<file path="src/rtl/fir_pkg.sv">
// Shared constants, FSM encoding and output saturation
// for the time-multiplexed FIR filter bank.
package fir_pkg;

    localparam int NTAPS      = 31;
    localparam int HIST_DEPTH = 32;
    localparam int IDX_W      = 5;

    typedef enum logic [1:0] {
        ST_IDLE,
        ST_MAC,
        ST_EMIT
    } fir_state_e;

    // Clamp a sign-extended accumulator to a y_w-bit signed range.
    function automatic logic signed [63:0] sat_acc(
        input logic signed [63:0] acc,
        input int                 y_w
    );
        logic signed [63:0] hi;
        logic signed [63:0] lo;
        hi = (64'sd1 <<< (y_w - 1)) - 64'sd1;
        lo = -(64'sd1 <<< (y_w - 1));
        if (acc > hi) begin
            return hi;
        end
        if (acc < lo) begin
            return lo;
        end
        return acc;
    endfunction

endpackage

</file>
<file path="src/rtl/fir_bank_sequencer_history.sv">
// 32-entry circular sample history; wp marks the newest sample
// and reads are addressed as an age offset from it.
module fir_history_buf
    import fir_pkg::*;
#(
    parameter int X_W = 8
) (
    input  logic                  clock,
    input  logic                  reset,
    input  logic                  we,
    input  logic signed [X_W-1:0] x,
    input  logic [IDX_W-1:0]      k,
    output logic signed [X_W-1:0] rdata
);

    logic [IDX_W-1:0]      wp_q;
    logic [IDX_W-1:0]      wp_d;
    logic signed [X_W-1:0] mem_q [HIST_DEPTH];

    assign wp_d = wp_q + IDX_W'(1);

    always_ff @(posedge clock) begin
        if (reset) begin
            wp_q <= '0;
            for (int i = 0; i < HIST_DEPTH; i++) begin
                mem_q[i] <= '0;
            end
        end else if (we) begin
            wp_q        <= wp_d;
            mem_q[wp_d] <= x;
        end
    end

    // 5-bit subtraction wraps naturally around the ring.
    assign rdata = mem_q[wp_q - k];

endmodule

</file>
<file path="src/rtl/fir_bank_sequencer.sv">
// Shares one MAC across the filter bank: 31 tap cycles plus one
// emit cycle per filter for every accepted input sample.
module fir_bank_sequencer
    import fir_pkg::*;
#(
    parameter int NUM_FILTERS = 2,
    parameter int X_W         = 8,
    parameter int C_W         = 10,
    parameter int ACC_W       = 24,
    parameter int Y_W         = 18
) (
    input  logic                  clock,
    input  logic                  reset,
    input  logic                  ready,
    input  logic signed [X_W-1:0] x,
    output logic [1:0]            filter_sel,
    output logic [IDX_W-1:0]      coeff_index,
    input  logic signed [C_W-1:0] coeff,
    output logic signed [Y_W-1:0] y,
    output logic                  y_valid,
    output logic [1:0]            y_filter,
    output logic                  busy,
    output logic                  overrun
);

    localparam int P_W = X_W + C_W;

    fir_state_e              state_q, state_d;
    logic [1:0]              filt_q, filt_d;
    logic [IDX_W-1:0]        k_q, k_d;
    logic signed [ACC_W-1:0] acc_q, acc_d;
    logic signed [Y_W-1:0]   y_q, y_d;
    logic                    yv_q, yv_d;
    logic [1:0]              yf_q, yf_d;
    logic                    ovr_q, ovr_d;
    logic                    accept;

    logic signed [X_W-1:0]   tap;
    logic signed [P_W-1:0]   prod;
    logic signed [ACC_W-1:0] prod_ext;
    logic signed [63:0]      acc_wide;
    logic signed [63:0]      acc_sat;
    logic                    last_tap;
    logic                    last_filt;

    fir_history_buf #(
        .X_W(X_W)
    ) u_hist (
        .clock(clock),
        .reset(reset),
        .we   (accept),
        .x    (x),
        .k    (k_q),
        .rdata(tap)
    );

    assign prod      = tap * coeff;
    assign prod_ext  = {{(ACC_W - P_W){prod[P_W-1]}}, prod};
    assign acc_wide  = {{(64 - ACC_W){acc_q[ACC_W-1]}}, acc_q};
    assign acc_sat   = sat_acc(acc_wide, Y_W);
    assign last_tap  = (k_q == IDX_W'(NTAPS - 1));
    assign last_filt = (filt_q == 2'(NUM_FILTERS - 1));

    always_ff @(posedge clock) begin
        if (reset) begin
            state_q <= ST_IDLE;
            filt_q  <= '0;
            k_q     <= '0;
            acc_q   <= '0;
            y_q     <= '0;
            yv_q    <= 1'b0;
            yf_q    <= '0;
            ovr_q   <= 1'b0;
        end else begin
            state_q <= state_d;
            filt_q  <= filt_d;
            k_q     <= k_d;
            acc_q   <= acc_d;
            y_q     <= y_d;
            yv_q    <= yv_d;
            yf_q    <= yf_d;
            ovr_q   <= ovr_d;
        end
    end

    always_comb begin
        state_d = state_q;
        filt_d  = filt_q;
        k_d     = k_q;
        acc_d   = acc_q;
        y_d     = y_q;
        yv_d    = 1'b0;
        yf_d    = yf_q;
        ovr_d   = ovr_q;
        accept  = 1'b0;
        unique case (state_q)
            ST_IDLE: begin
                if (ready) begin
                    accept  = 1'b1;
                    state_d = ST_MAC;
                    filt_d  = '0;
                    k_d     = '0;
                    acc_d   = '0;
                end
            end
            ST_MAC: begin
                acc_d = acc_q + prod_ext;
                if (last_tap) begin
                    state_d = ST_EMIT;
                end else begin
                    k_d = k_q + IDX_W'(1);
                end
                if (ready) begin
                    ovr_d = 1'b1;
                end
            end
            ST_EMIT: begin
                y_d   = acc_sat[Y_W-1:0];
                yf_d  = filt_q;
                yv_d  = 1'b1;
                k_d   = '0;
                acc_d = '0;
                // A sample landing on the final emit starts a new pass.
                if (last_filt) begin
                    filt_d = '0;
                    if (ready) begin
                        accept  = 1'b1;
                        state_d = ST_MAC;
                    end else begin
                        state_d = ST_IDLE;
                    end
                end else begin
                    filt_d  = filt_q + 2'd1;
                    state_d = ST_MAC;
                    if (ready) begin
                        ovr_d = 1'b1;
                    end
                end
            end
            default: state_d = ST_IDLE;
        endcase
    end

    assign filter_sel  = filt_q;
    assign coeff_index = k_q;
    assign y           = y_q;
    assign y_valid     = yv_q;
    assign y_filter    = yf_q;
    assign busy        = (state_q != ST_IDLE);
    assign overrun     = ovr_q;

endmodule

</file>
<file path="config.mk">
export PLATFORM = sky130hd
export DESIGN_NAME = fir_bank_sequencer
export DESIGN_NICKNAME = d
export VERILOG_FILES = /design/src/rtl/fir_pkg.sv /design/src/rtl/fir_bank_sequencer_history.sv /design/src/rtl/fir_bank_sequencer.sv
export SDC_FILE = /design/constraint.sdc
export NUM_CORES = 1
export LEC_CHECK = 0
export ABC_AREA = 1
export CORE_MARGIN = 3
export CORE_UTILIZATION = 40
export DETAILED_ROUTE_END_ITERATION = 8
export PLACE_DENSITY_LB_ADDON = 0.3
export RECOVER_POWER = 25
export SYNTH_ARGS = -nofsm -noshare
export SYNTH_HDL_FRONTEND = slang
export SYNTH_SLANG_ARGS = --single-unit
</file>
<file path="constraint.sdc">
create_clock -name clock -period 15.2 [get_ports clock]
set_input_delay 3.04 -clock clock [delete_from_list [all_inputs] [get_ports clock]]
set_output_delay 3.04 -clock clock [all_outputs]
set_load 0.01 [all_outputs]
</file>
==> results.md, run 1 <==
- Outcome: finished with violations
- Failing checks: max-capacitance violations, max-slew violations
- Worst slew pin tran: 2.63 ns
- Max Cap Viol: 4
- Worst setup margin: 6.74 ns
- CTS H-tree depth: 2
- Critical path arrival: 8.76 ns
- Crit Path Class: flop to flop
- # IOs: 51
- Sequential element share of the synthesized area: 45.9%
- Critical Path Source: u_hist.wp_q[0]$_SDFFE_PP0P_
- WP buf/inv: 4
- HP Class: flop to flop
- Largest cells by area after synthesis: edfxtp_1, fa_1, nor2_1
- GRT Util Overall: 18.5%
- Setup TNS: 0 ns
- Root Buffer: clkbuf_16
- Hold Path Cell Cnt: 2
- EDFF count, synth: 256
- Origin of the critical flop-to-flop path: u_hist.wp_q[0]$_SDFFE_PP0P_
- Max frequency: 118 MHz
- Dominant synthesized flop cell: edfxtp_1
- FF-to-FF setup slack: 6.74 ns
- CP top delay family: adder cells
- Num CTS Buffers: 35
- Tcrit/Tclk final: 55.7%
- Share of the synthesized area in the top cell type: 39.7%
- Pre-CTS WS: 6.49 ns
- Crit-path max cell delay: 1.07 ns
- PortBufs: 50
- Max-slew violation count: 103
- Worst setup EP type: flop
- Clock skew: 0.0184 ns
- Total number of vias: 14200
- Bufs on Longest Clock Path: 3
- Share of cells above drive strength 1: 4.98%
- Die Span Y: 226 um
- Die width: 226 um
- DR DRC count: 0
- CTS resizes: 0
- Fin crit period: 8.46 ns
- Number of synthesized register bits: 316
- Iter 0 DRT Violations: 1076
- Syn. warnings: 0
- Yosys cell types: 43
- Core Rows: 80
- Routability cong.: 0.916
- Final Hold Vio Count: 0
- DRT antenna net count: 0
- Setup-failing EPs final: 0
- Number of cells on the worst reg-to-reg path: 25
- Vias in the first global route: 13800
- Top cells by count, synth: nor2_1, nand2_1, inv_1
- Cell with the most instances after synthesis: nor2_1
- Largest net degree at the start of global routing: 173
- CP Depth: 25
- Syn Area/Cell: 9.11 um2
- Hold-fix buffers at CTS: 0
- FILL cells: 4648
- Max_slew headroom: -75.1%
- Detail Placement HPWL: 33000 um
- TritonCTS clock tree: done
- Worst-skew pair later-pin latency: 0.54 ns
- DR vias/cell: 5.10
- Core area: 47700 um2
- Crit path max fanout: 86
- Post-CTS setup buffers: 0
- Syn Inst Count: 2128
- RSZ-0062 raised after global routing: false
- Mapped Area: 19400 um2
- CP most frequent cell: nand2_1
- Gr ovfl total: 0
- Data required, critical path: 15.50 ns
- Final wirelength: 47000 um
- Slowest library cell on the worst path: fa_4
- # clock sinks: 316
- ANT cells: 0
- FFs w/ async S/R, synth: 0%
- Pre-antenna DRT Iters: 5
- Leading area contributor after synthesis: edfxtp_1
- Post-DR wirelength/cell: 16.9 um
- Area delta synth->final: 9.80%
- Effective utilization at floorplan: 40.6%
- FF-to-FF End: acc_q[14]$_SDFFE_PP0P_
- Die area: 51100 um2
- Fin nets: 2337
- Initial antenna violation count: 0
- Post-Syn Nets: 2324
- Worst-path clk slew: 0.06 ns
- CP Launch Type: flop
- Critical path capture point: acc_q[14]$_SDFFE_PP0P_
- Global-route wire length before repair: 74400 um
-- area by class of cell --
type / count / area [um2] / share of cell area (%)
Timing Repair Buffer: 65 / 616 / 2.89
Clock inverter: 17 / 120 / 0.565
Clock buffer: 46 / 981 / 4.61
Sequential cell: 316 / 8890 / 41.8
Tap cell: 615 / 769 / 3.62
Inverter: 312 / 1170 / 5.50
Multi-Input combinational cell: 1411 / 8730 / 41.0
-- worst min path at each step --
| stage | from | endpoint | slack, ns |
|---|---|---|---|
| after global placement | y[16]$_SDFFE_PP0P_ | y[16]$_SDFFE_PP0P_ | 0.45 |
| after CTS | y[16]$_SDFFE_PP0P_ | y[16]$_SDFFE_PP0P_ | 0.47 |
| after global routing | y[16]$_SDFFE_PP0P_ | y[16]$_SDFFE_PP0P_ | 0.47 |
| after detailed placement | y[16]$_SDFFE_PP0P_ | y[16]$_SDFFE_PP0P_ | 0.46 |
| after floorplan | acc_q[6]$_SDFFE_PP0P_ | acc_q[6]$_SDFFE_PP0P_ | 0.46 |
| final | y[16]$_SDFFE_PP0P_ | y[16]$_SDFFE_PP0P_ | 0.46 |
-- cells by family (layout without fill, tap and decap cells) --
kind of cell	after synthesis	in the layout	share of synthesized area (%)
fa+ha+maj	175	175	15.6
compound gates	296	296	8.47
flops	316	316	45.9
buf+inv	401	440	8.01
simple gates	905	905	20.1
xor+xnor	14	14	0.788
mux	21	21	1.10
-- sequential cells by signal, summed over array words and instances, names as in the netlist --
name,cells
u_hist.mem_q,256
acc_q,24
y,18
coeff_index,5
u_hist.wp_q,5
filter_sel,2
state_q,2
y_filter,2
overrun,1
y_valid,1
-- per-stage QoR --
stage               util [%]  cell area, um2  hold slack (ns)  instances
finish                  44.6           21300            0.463       2782
floorplan                  -           19400            0.455       2128
global route            44.6           21300            0.473       2782
detailed placement      42.7           20400            0.458       2719
CTS                     45.0           21500            0.468       2782
global placement        42.7           20400            0.455       2719
-- placed cells by master, fill, tap and decap left out, drive strengths merged --
cell | synthesis | routed
mux2i | 18 | 18
nand4 | 9 | 9
a211oi | 1 | 1
xnor2 | 8 | 8
buf | 34 | 14
nand3b | 5 | 5
o22ai | 1 | 1
edfxtp | 256 | 256
or2 | 3 | 3
xor2 | 6 | 6
nand3 | 85 | 85
a21oi | 132 | 132
nor3 | 3 | 3
inv | 311 | 308
clkbuf | 55 | 48
dfxtp | 60 | 60
o21ai | 107 | 107
a31oi | 1 | 1
bufinv | 0 | 1
o31ai | 1 | 1
ha | 63 | 63
and2 | 1 | 1
o211ai | 47 | 47
dlygate4sd3 | 0 | 27
clkinv | 1 | 20
fa | 112 | 112
a22oi | 5 | 5
o21bai | 1 | 1
clkdlybuf4s50 | 0 | 22
nand2 | 371 | 371
nor4 | 1 | 1
mux2 | 3 | 3
nor2 | 427 | 427
-- worst register-to-register path: cells and delay by family (launching register included) --
kind | cells | cell delay (ns)
adder cells (fa/ha/maj) | 8 | 3.95
flip-flops | 1 | 0.42
AO/OA/AOI/OAI | 3 | 0.66
buffers and inverters | 4 | 1.10
AND/OR/NAND/NOR | 10 | 2.12
-- per-layer routing --
metal	track usage [%]	wire length (um)	vias to the layer above
li1	-	-	6883
met2	30.4	22100	363
met1	26.3	21500	6888
met5	0	0	-
met4	4.07	780	0
met3	2.39	2730	47
Power of run 1 is left out: the tool's default activity adds up to more than one toggle a clock period on the data nets, which glitch-free logic cannot reach.
==> run 2: changes to the inputs <==
==> constraint.sdc (replaced) <==
create_clock -name clock -period 7.4 [get_ports clock]
set_input_delay 1.48 -clock clock [delete_from_list [all_inputs] [get_ports clock]]
set_output_delay 1.48 -clock clock [all_outputs]
set_load 0.01 [all_outputs]
==> run 2 against run 1 <==
  * The run still ends with max-capacitance violations, max-slew violations left
  * Hold slack got worse by 0.0024 ns
  * Wire length increased by 5.4%
  * Core utilization increased by 0.47 points
  * Largest cell class unchanged
  * Count of clock-buffer cells in the layout unchanged
  * Die area unchanged
  * Fmax is 20% higher
  * Critical path depth is 3 higher
  * Highest routed layer unchanged
  * Sequential share of layout area down 0.43 points
  * Clock skew rose by 0.0087 ns
  * Non-clock buffer count increased by 15
  * Setup slack lost 6.4 ns
  * Register-to-register slack worse by 6.4 ns
==> results.md, run 2 (synthesized netlist as in run 1, its figures left out) <==
- Worst slew pin tran: 2.65 ns
- Commonest non-fill, non-tap cell in the layout: nor2_1
- TritonCTS clock tree: done
- Global-route wire length before repair: 76800 um
- Max_slew headroom: -76.7%
- Outcome: finished with violations
- Slowest library cell on the worst path: fa_4
- Max-slew violation count: 62
- Total number of vias: 14300
- Clock skew: 0.0271 ns
- CTS H-tree depth: 2
- Worst-path clk slew: 0.06 ns
- Core area: 47700 um2
- Fin crit period: 7.05 ns
- Worst-skew pair later-pin latency: 0.55 ns
- Tcrit/Tclk final: 95.3%
- Initial antenna violation count: 1
- Detail Placement HPWL: 34100 um
- Routability cong.: 0.900
- Fin nets: 2352
- Die Span Y: 226 um
- Largest net degree at the start of global routing: 113
- Largest Register: u_hist.mem_q
- Final Hold Vio Count: 0
- Setup TNS: 0 ns
- Worst setup EP type: flop
- Core Rows: 80
- Pre-CTS WS: 0.237 ns
- Most frequent cells in the layout: nor2_1, nand2_1, inv_1
- Post-DR wirelength/cell: 17.7 um
- Num CTS Buffers: 35
- Max Cap Viol: 3
- # IOs: 51
- PortBufs: 50
- FILL cells: 4579
- # clock sinks: 316
- Pre-antenna DRT Iters: 7
- Share of cells above drive strength 1: 5.96%
- Critical path arrival: 7.44 ns
- Crit Path Class: flop to flop
- Crit path max fanout: 28
- Failing checks: max-capacitance violations, max-slew violations
- DR DRC count: 0
- CP Launch Type: flop
- Die area: 51100 um2
- HP Class: flop to flop
- Final wirelength: 49600 um
- Post-CTS setup buffers: 0
- Max frequency: 142 MHz
- Crit-path max cell delay: 0.88 ns
- RSZ-0062 raised after global routing: false
- Effective utilization at floorplan: 40.6%
- DR vias/cell: 5.10
- Area delta synth->final: 11.0%
- Worst setup margin: 0.350 ns
- GRT Util Overall: 19.2%
- Data required, critical path: 7.79 ns
- DRT antenna net count: 0
- Root Buffer: clkbuf_16
- Vias in the first global route: 14200
- Max FFs per register: 256
- CP top delay family: adder cells
- Setup-failing EPs final: 0
- Die width: 226 um
- Bufs on Longest Clock Path: 3
- Iter 0 DRT Violations: 1134
- Gr ovfl total: 0
- WP buf/inv: 6
run 2: cell types whose count changed in the layout (fill, tap and decap cells not counted), moves of 2 or more:
| cell | change |
|---|---|
| clkbuf_8 | +2 |
| clkinv_2 | +2 |
| a21oi_1 | +2 |
| buf_4 | +7 |
| nand2_4 | +2 |
| clkinv_1 | -9 |
| inv_2 | +3 |
| nand2_2 | -2 |
| buf_12 | +4 |
run 2: routing by layer:
layer  track usage (%)  up-vias  wire length, um
met5                 0        -                0
met2              32.3      405            23700
met4              5.52        0              990
met1              26.0     6875            21800
li1                  -     6921                -
met3              2.89       63             3090
run 2: final timing paths:
path,startpoint,end,slack [ns],depth (start not counted)
max,u_hist.wp_q[0]$_SDFFE_PP0P_,acc_q[17]$_SDFFE_PP0P_,0.35,28
min,y[1]$_SDFFE_PP0P_,y[1]$_SDFFE_PP0P_,0.46,2
min reg2reg,y[1]$_SDFFE_PP0P_,y[1]$_SDFFE_PP0P_,0.46,2
max reg2reg,u_hist.wp_q[0]$_SDFFE_PP0P_,acc_q[17]$_SDFFE_PP0P_,0.35,28
run 2: tightest hold or removal path: cells and delay by family (launching register included):
kind | cells | cell delay [ns]
AOI/OAI and AO/OA | 1 | 0.05
DFF | 1 | 0.30
and+or+nand+nor | 1 | 0.06
run 2: cell type report:
cell class | count | area [um2] | area share (%)
Inverter | 312 | 1170 | 5.45
Timing Repair Buffer | 80 | 838 | 3.90
Clock buffer | 46 | 958 | 4.46
Antenna cell | 1 | 2.50 | 0.0116
Tap cell | 615 | 769 | 3.58
Clock inverter | 16 | 148 | 0.687
Multi-Input combinational cell | 1411 | 8720 | 40.6
Sequential cell | 316 | 8890 | 41.4
run 2: timing repair:
item / in CTS / in global routing
gates resized for setup: 0 / 5
setup endpoints to repair: 0 / 14
hold buffers: 0 / 0
run 2: stage by stage:
stage | instances | area (um2) | util (%) | hold slack (ns)
finish | 2797 | 21500 | 45.0 | 0.461
global route | 2797 | 21500 | 45.0 | 0.485
CTS | 2794 | 21700 | 45.4 | 0.469
detailed placement | 2732 | 20600 | 43.1 | 0.459
global placement | 2732 | 20600 | 43.1 | 0.455
floorplan | 2128 | 19400 | - | 0.455
Power of run 2 is left out for the same reason.
